===== src/rtl/washer_key_ctrl.sv =====
// washer_key_ctrl
// Key-event controller for the washer front panel. Accepts debounced key
// levels, arbitrates simultaneous presses (lowest index wins), classifies
// each accepted press as short or long, and hands exactly one event per
// press to the washer control FSM over a valid/ack handshake.
//
// Ports:
//   clock      system clock, rising edge
//   rst_n      asynchronous active-low reset
//   key_lvl    debounced key levels, 1 = pressed
//   evt_ack    consumer accepts the pending event
//   evt_valid  event pending (registered)
//   evt_code   index of the key that produced the event (registered)
//   evt_long   1 = long press, 0 = short press (registered)
//   busy       high whenever the controller is not idle (registered)
module washer_key_ctrl #(
  parameter int NKEYS       = 4,
  parameter int CODE_W      = 2,
  parameter int LONG_CYCLES = 8
) (
  input  logic              clock,
  input  logic              rst_n,
  input  logic [NKEYS-1:0]  key_lvl,
  input  logic              evt_ack,
  output logic              evt_valid,
  output logic [CODE_W-1:0] evt_code,
  output logic              evt_long,
  output logic              busy
);

  localparam int CNT_W = $clog2(LONG_CYCLES);
  localparam logic [CNT_W-1:0] LONG_LAST = CNT_W'(LONG_CYCLES - 1);

  typedef enum logic [1:0] {
    IDLE     = 2'd0,
    HELD     = 2'd1,
    WAIT_ACK = 2'd2,
    RELEASE  = 2'd3
  } state_t;

  state_t              state_q, state_d;
  state_t              ret_q, ret_d;
  logic [CODE_W-1:0]   own_q, own_d;
  logic [CNT_W-1:0]    hold_cnt_q, hold_cnt_d;
  logic [NKEYS-1:0]    key_prev_q, key_prev_d;
  logic                evt_valid_q, evt_valid_d;
  logic [CODE_W-1:0]   evt_code_q, evt_code_d;
  logic                evt_long_q, evt_long_d;
  logic                busy_q, busy_d;

  logic [NKEYS-1:0]    rise;
  logic [CODE_W-1:0]   cap_idx;
  logic                own_lvl;

  // Rise detection and lowest-index priority pick. Scanning downwards
  // leaves the lowest set bit as the final assignment.
  always_comb begin
    rise    = key_lvl & ~key_prev_q;
    cap_idx = '0;
    for (int i = NKEYS - 1; i >= 0; i--) begin
      if (rise[i]) cap_idx = CODE_W'(i);
    end
  end

  assign own_lvl = key_lvl[own_q];

  always_comb begin
    state_d     = state_q;
    ret_d       = ret_q;
    own_d       = own_q;
    hold_cnt_d  = hold_cnt_q;
    evt_valid_d = evt_valid_q;
    evt_code_d  = evt_code_q;
    evt_long_d  = evt_long_q;
    // key_prev tracks every key in every state, so presses that arrive
    // while busy are consumed here and never reported later.
    key_prev_d  = key_lvl;

    case (state_q)
      IDLE: begin
        if (|rise) begin
          own_d      = cap_idx;
          hold_cnt_d = '0;
          state_d    = HELD;
        end
      end
      HELD: begin
        // Release wins over the long threshold on the same edge.
        if (!own_lvl) begin
          evt_code_d  = own_q;
          evt_long_d  = 1'b0;
          evt_valid_d = 1'b1;
          ret_d       = IDLE;
          state_d     = WAIT_ACK;
        end else if (hold_cnt_q == LONG_LAST) begin
          evt_code_d  = own_q;
          evt_long_d  = 1'b1;
          evt_valid_d = 1'b1;
          ret_d       = RELEASE;
          state_d     = WAIT_ACK;
        end else begin
          hold_cnt_d = hold_cnt_q + 1'b1;
        end
      end
      WAIT_ACK: begin
        if (evt_ack) begin
          evt_valid_d = 1'b0;
          state_d     = ret_q;
        end
      end
      RELEASE: begin
        // Swallow the release of a long press so it yields no second event.
        if (!own_lvl) state_d = IDLE;
      end
      default: state_d = IDLE;
    endcase

    busy_d = (state_d != IDLE);
  end

  always_ff @(posedge clock or negedge rst_n) begin
    if (!rst_n) begin
      state_q     <= IDLE;
      ret_q       <= IDLE;
      own_q       <= '0;
      hold_cnt_q  <= '0;
      // All ones: keys already held through reset never register a rise.
      key_prev_q  <= '1;
      evt_valid_q <= 1'b0;
      evt_code_q  <= '0;
      evt_long_q  <= 1'b0;
      busy_q      <= 1'b0;
    end else begin
      state_q     <= state_d;
      ret_q       <= ret_d;
      own_q       <= own_d;
      hold_cnt_q  <= hold_cnt_d;
      key_prev_q  <= key_prev_d;
      evt_valid_q <= evt_valid_d;
      evt_code_q  <= evt_code_d;
      evt_long_q  <= evt_long_d;
      busy_q      <= busy_d;
    end
  end

  assign evt_valid = evt_valid_q;
  assign evt_code  = evt_code_q;
  assign evt_long  = evt_long_q;
  assign busy      = busy_q;

endmodule


===== config.mk =====
export PLATFORM = sky130hd
export DESIGN_NAME = washer_key_ctrl
export DESIGN_NICKNAME = d
export VERILOG_FILES = /design/src/rtl/washer_key_ctrl.sv
export SDC_FILE = /design/constraint.sdc
export NUM_CORES = 1
export LEC_CHECK = 0
export CORE_UTILIZATION = 45
export CTS_BUF_LIST = sky130_fd_sc_hd__clkbuf_16
export CTS_CLUSTER_SIZE = 10
export DETAILED_ROUTE_END_ITERATION = 8
export DONT_BUFFER_PORTS = 1
export PLACE_DENSITY = 0.63
export SLEW_MARGIN = 20
export SYNTH_ARGS = -nofsm -noshare
export SYNTH_HDL_FRONTEND = slang
export SYNTH_SLANG_ARGS = --single-unit

===== constraint.sdc =====
create_clock -name clock -period 4 [get_ports clock]
set_clock_uncertainty 0.1 [all_clocks]
set_input_delay 0.4 -clock clock [delete_from_list [all_inputs] [get_ports clock]]
set_output_delay 0.4 -clock clock [all_outputs]
set_load 0.1 [all_outputs]

==> flow_summary.toml, run 1 <==
[outcome]
run_status = "finished clean"

[logic_synthesis]
syn-num-nets = 70
synth_area_leaders = "sky130_fd_sc_hd__dfrtp_1, sky130_fd_sc_hd__dfstp_2, sky130_fd_sc_hd__o41ai_4, sky130_fd_sc_hd__a21oi_1, sky130_fd_sc_hd__ha_1"
synth.cell_area_um2 = 752
netlist_instances = 61
synth_top_cell_by_area = "sky130_fd_sc_hd__dfrtp_1"
synthesis.area_per_instance_um2 = 12.3
synth_top_cell_area_share_pct = 39.9
synth.lib_cells_used.distinct = 25
post_synthesis_sequential_area_ratio_pct = 53.9
number_of_synthesized_register_bits = 16
yosys_warnings = 0

[clock_tree]
clkTransAtPathRegs_ns = 0.05
cts_tree = "yes"
worstSkewPairLatency_ns = 0.24
numClockSinks = 16
cts_inserted_buffers = 3
cts_max_level = 1
clock-root-buffer = "sky130_fd_sc_hd__clkbuf_16"
postCtsSetupRepairBufs = 0
maximum_buffer_depth_of_the_clock_tree = 2

[floorplanning]
floorplan.initialDensity_pct = 48.8
floorplan.io_pins = 12
die_height_um = 42.9
placementRows = 14
design.die.area_um2 = 1840
design.core.area_um2 = 1540
dieWidth_um = 42.9

[setup_path]
critical_path_arrival_ns = 1.21
regToRegStartpoint = "own_q[0]$_DFFE_PN0P_"
crit_path_end_kind = "primary output"
worst_setup_path_start_kind = "register"
critPathLaunch = "ret_q[0]$_DFFE_PN0P_"
critPathRequiredTime_ns = 3.50
worst-path-max-fanout = 4
criticalPathCategory = "register to primary output"

[hold_path]
hold_class = "input port to register"
worst_hold_startpoint = "key_lvl[0]"

[power]
fin_total_pwr_mw = 0.771
power.leakage_nw = 0.378
max-vdd-ir-drop_uv = 610
power.density_cell_area_nw_per_um2 = 895

[global_route]
groute.usage.overall_pct = 17.1
number_of_global_route_vias_before_repair = 494
grt_max_degree = 17
grt_pass1_wl_mm = 2.19
grt_antenna_before_repair = 0
grt_overflow = 0

[timing]
postLayoutSetupSlackWorst_ns = 2.29
slew_violations = 0
worst_pin_slew_ns = 0.953
timing_limited_maximum_frequency_mhz = 585
max_slew_margin_pct = 36.5
setup_viol = 0
timing.final.crit_period_ns = 1.71
aggregate_negative_setup_slack_ns = 0
hold-worst-slack_ns = 0.0495
fin_crit_sh_pct = 42.7
hold_violations = 0
unrepaired_setup_endpoints_after_global_routing = "false"

[drt]
dr_total_vias = 469
route.detailed.vias_per_inst = 5.72
detailedRoute.firstPassIterationCount = 4
first_iter_violations = 6
wl_mm = 1.23
final_antenna_net_count = 0
drc = 0
drt-wirelength-per-cell_um = 15.0

[finish]
final_net_count = 76
diodes = 0
ff_latch_area_um2 = 405
fill_count = 137
drive_gt1_share_pct = 25.8
final-instance-count-excl-fill = 82
multiInputGateArea_um2 = 332
area_delta_synth_final_pct = 14.5

[place]
post-place-cells = 77
gp_congestion = 0.777
worst_slack_at_placement_ns = 2.29
io_buffers = 0
dp_hpwl_um = 897

[job]
max_cap_viols = 0
-- metal layers --
metal	track usage [%]	part of all wire (%)	vias to the layer above
li1	-	-	229
met3	8.94	7.0	4
met5	0	0	-
met4	9.38	2.0	0
met1	21.6	50	223
met2	23.3	41	13
-- path summary, 6_finish.rpt --
path                                              to  slack [ns]  cells past startpoint
max                                         evt_long        2.29                      0
min reg2reg                hold_cnt_q[1]$_DFFE_PN0P_        0.41                      1
min in group asynchronous       own_q[1]$_DFFE_PN0P_        0.54                      1
max reg2reg                  evt_code[1]$_DFFE_PN0P_        2.30                      3
min                          key_prev_q[0]$_DFF_PN1_        0.05                      0
max in group asynchronous       ret_q[0]$_DFFE_PN0P_        2.81                      1
-- report_power, final --
part / switching [mW] / leakage [nW] / internal, mW / total, mW
Clock: 0.0595 / 0.0385 / 0.132 / 0.192
Sequential: 0.186 / 0.193 / 0.212 / 0.398
Combinational: 0.0832 / 0.146 / 0.0975 / 0.181
-- stage by stage --
stage | utilization (%) | area (um^2)
after global routing | 55.8 | 861
final | 55.8 | 861
after detailed placement | 50.1 | 772
after CTS | 55.8 | 861
after floorplan | - | 752
after global placement | 50.1 | 772
-- cells in the final DEF, fill, tap and decap left out, types with 2 or more instances in the layout --
cell type / n
sky130_fd_sc_hd__clkbuf_16: 3
sky130_fd_sc_hd__dfstp_2: 4
sky130_fd_sc_hd__o21ai_0: 4
sky130_fd_sc_hd__inv_1: 4
sky130_fd_sc_hd__nor3_1: 2
sky130_fd_sc_hd__ha_1: 2
sky130_fd_sc_hd__o211ai_1: 3
sky130_fd_sc_hd__mux2_2: 2
sky130_fd_sc_hd__a21oi_1: 5
sky130_fd_sc_hd__a22o_2: 2
sky130_fd_sc_hd__nor2b_1: 4
sky130_fd_sc_hd__nand2_1: 2
sky130_fd_sc_hd__dfrtp_1: 12
sky130_fd_sc_hd__nand2b_1: 3
-- cell usage after synthesis, drive strengths merged --
master / number
nand3: 1
nor2: 1
dfrtp: 12
o41ai: 1
and2b: 1
nand2: 2
nor3: 2
a22o: 2
mux4: 1
dfstp: 4
mux2i: 1
and3: 2
a21boi: 1
nor2b: 5
mux2: 2
o21ai: 4
nand2b: 3
o21a: 1
ha: 2
inv: 4
o211ai: 3
o31ai: 1
a21oi: 5
-- logic make-up after synthesis --
group	share of synthesized area [%]
AOI/OAI and AO/OA	18.8
and+or+nand+nor	14.6
DFF	53.9
buffers and inverters	2.00
muxes	7.32
adders and majority gates	3.33
-- area by class of cell --
| type | instances | share of cell area, % |
|---|---|---|
| Clock buffer | 3 | 8.72 |
| Sequential cell | 16 | 47.1 |
| Timing Repair Buffer | 1 | 1.16 |
| Inverter | 4 | 1.74 |
| Multi-Input combinational cell | 41 | 38.5 |
| Tap cell | 16 | 2.33 |
| Clock inverter | 1 | 0.436 |
-- state kept, by name (all words and copies together), names as in the netlist --
register,cells
hold_cnt_q,3
evt_valid,1
busy,1
own_q,2
state_q,2
key_prev_q,4
ret_q,1
evt_code,2
-- timing repair --
action,in CTS,in global routing
hold endpoints to repair,16,0
resized for setup,0,0
hold buffers,1,0
Power figures use the tool's default switching activity.
==> run 2, diff against run 1 <==
Settings changed: PLACE_DENSITY 0.63 to 0.65.
Clock period 4 ns to 1.45 ns, I/O delays scaled along.
==> flow_summary.toml, run 2 (synthesis gave the netlist of run 1 again) <==
[setup_path]
regToRegStartpoint = "own_q[0]$_DFFE_PN0P_"
worst_setup_path_start_kind = "register"
reg2reg_slack_ns = -0.23
worst-path-max-fanout = 3
crit_path_end_kind = "register"
criticalPathCategory = "register to register"
critPathRequiredTime_ns = 1.50
reg2reg_to = "state_q[1]$_DFF_PN0_"
critical_path_arrival_ns = 1.73
worst-r2r-cell-count = 6

[drt]
route.detailed.vias_per_inst = 5.43
drc = 0
wl_mm = 1.70
first_iter_violations = 9
final_antenna_net_count = 0
drt-wirelength-per-cell_um = 16.2
detailedRoute.firstPassIterationCount = 4
dr_total_vias = 570

[finish]
fin_util_pct = 72.2
final-instance-count-excl-fill = 105
layout_common_cells = "sky130_fd_sc_hd__buf_4, sky130_fd_sc_hd__dfrtp_1, sky130_fd_sc_hd__dlygate4sd3_1, sky130_fd_sc_hd__a21oi_1, sky130_fd_sc_hd__dfstp_2"
drive_gt1_share_pct = 52.8
diodes = 0
largest_reg_flops = 4
biggest_register = "key_prev_q"
layout_commonest_cell = "sky130_fd_sc_hd__buf_4"
fill_count = 102
final_net_count = 99
reg_top3 = "key_prev_q x4, hold_cnt_q x3"
area_delta_synth_final_pct = 48.1

[clock_tree]
worstSkewPairLatency_ns = 0.25
clock-root-buffer = "sky130_fd_sc_hd__clkbuf_16"
hold_buffers = 5
clkTransAtPathRegs_ns = 0.05
cts_max_level = 1
cts_tree = "yes"
cts_inserted_buffers = 3
maximum_buffer_depth_of_the_clock_tree = 2
numClockSinks = 16

[floorplanning]
design.core.area_um2 = 1540
die_height_um = 42.9
placementRows = 14
design.die.area_um2 = 1840
floorplan.io_pins = 12
dieWidth_um = 42.9
floorplan.initialDensity_pct = 48.8

[power]
power.density_cell_area_nw_per_um2 = 2350
max-vdd-ir-drop_uv = 1230
power.leakage_nw = 0.511
fin_total_pwr_mw = 2.61

[timing]
fin_crit_sh_pct = 116
hold_violations = 1
unrepaired_setup_endpoints_after_global_routing = "true"
max_slew_margin_pct = 51.2
timing.final.crit_period_ns = 1.68
hold-worst-slack_ns = -0.209
timing_limited_maximum_frequency_mhz = 596
slew_violations = 0
postLayoutSetupSlackWorst_ns = -0.227
setup_viol = 9
worst_pin_slew_ns = 0.729
aggregate_negative_setup_slack_ns = -1.28

[place]
gp_congestion = 0.787
worst_slack_at_placement_ns = -0.214
io_buffers = 0
dp_hpwl_mm = 1.01
post-place-cells = 95

[hold_path]
worst_hold_startpoint = "key_lvl[0]"
whs_path_depth = 0
worst_hold_path.endpoint = "key_prev_q[0]$_DFF_PN1_"
hold_class = "input port to register"

[global_route]
grt_overflow = 0
number_of_global_route_vias_before_repair = 613
grt_pass1_wl_mm = 2.54
groute.usage.overall_pct = 19.2
globalRoute.busiestLayer = "met2"
grtUsageMet2_pct = 30.3
grt_antenna_before_repair = 0
gr-usage-met3_pct = 3.83
met1_usage_pct = 23.5
grt_max_degree = 17

[job]
max_cap_viols = 0

[outcome]
run_status = "finished, violations left"
failing_checks = "negative hold slack, negative setup slack"
run 2: cell types whose count changed in the layout (fill, tap and decap cells not counted), sizes merged:
cell / change
buf: +19
dlygate4sd3: +4
run 2: layout make-up:
cell class / count / area (um^2) / share of cell area, %
inverter: 4 / 17.5 / 1.57
timing repair buffer: 24 / 200 / 18.0
multi-input combinational: 41 / 390 / 35.1
clock buffer: 3 / 75.1 / 6.74
tap: 16 / 20.0 / 1.80
clock inverter: 1 / 3.75 / 0.337
sequential: 16 / 407 / 36.5
run 2: stage by stage:
stage	instance area, um^2	hold slack (ns)
after CTS	1060	-0.211
after global routing	1110	-0.214
final	1110	-0.209
after global placement	912	-0.250
after floorplan	757	-0.251
after detailed placement	912	-0.250
run 2: where the power goes:
part	internal, mW	leakage (nW)	switching, mW
Clock	0.366	0.0385	0.180
Combinational	0.576	0.282	0.810
Sequential	0.593	0.191	0.0880
Total	1.54	0.511	1.08
run 2: layer usage:
layer / wire length, um / vias up
met4: 40 / 0
li1: - / 278
met3: 46 / 5
met5: 0 / -
met2: 865 / 15
met1: 752 / 272
run 2: worst max-delay path: stages, from the launching register on:
cell and delay [ns]:
sky130_fd_sc_hd__dfrtp_1 0.37, sky130_fd_sc_hd__mux4_2 0.57, sky130_fd_sc_hd__buf_6 0.16, sky130_fd_sc_hd__inv_4 0.04, sky130_fd_sc_hd__buf_6 0.09, sky130_fd_sc_hd__nor3_2 0.04, sky130_fd_sc_hd__nor3_2 0.21
run 2: worst max-delay path by stage:
stage	start	endpoint	slack [ns]	cells after the start
floorplan	own_q[0]$_DFFE_PN0P_	evt_code[1]$_DFFE_PN0P_	-0.16	3
global placement	own_q[0]$_DFFE_PN0P_	evt_code[1]$_DFFE_PN0P_	-0.14	3
detailed placement	own_q[0]$_DFFE_PN0P_	evt_code[1]$_DFFE_PN0P_	-0.21	3
CTS	own_q[0]$_DFFE_PN0P_	evt_code[1]$_DFFE_PN0P_	-0.22	3
global route	own_q[0]$_DFFE_PN0P_	state_q[1]$_DFF_PN0_	-0.30	6
finish	own_q[0]$_DFFE_PN0P_	state_q[1]$_DFF_PN0_	-0.23	6
run 2: timing repair:
item,CTS,global route
resized for setup,4,13
hold endpoints to repair,21,1
setup buffers,1,0
endpoints found under the setup margin,10,11
pin swaps,2,4
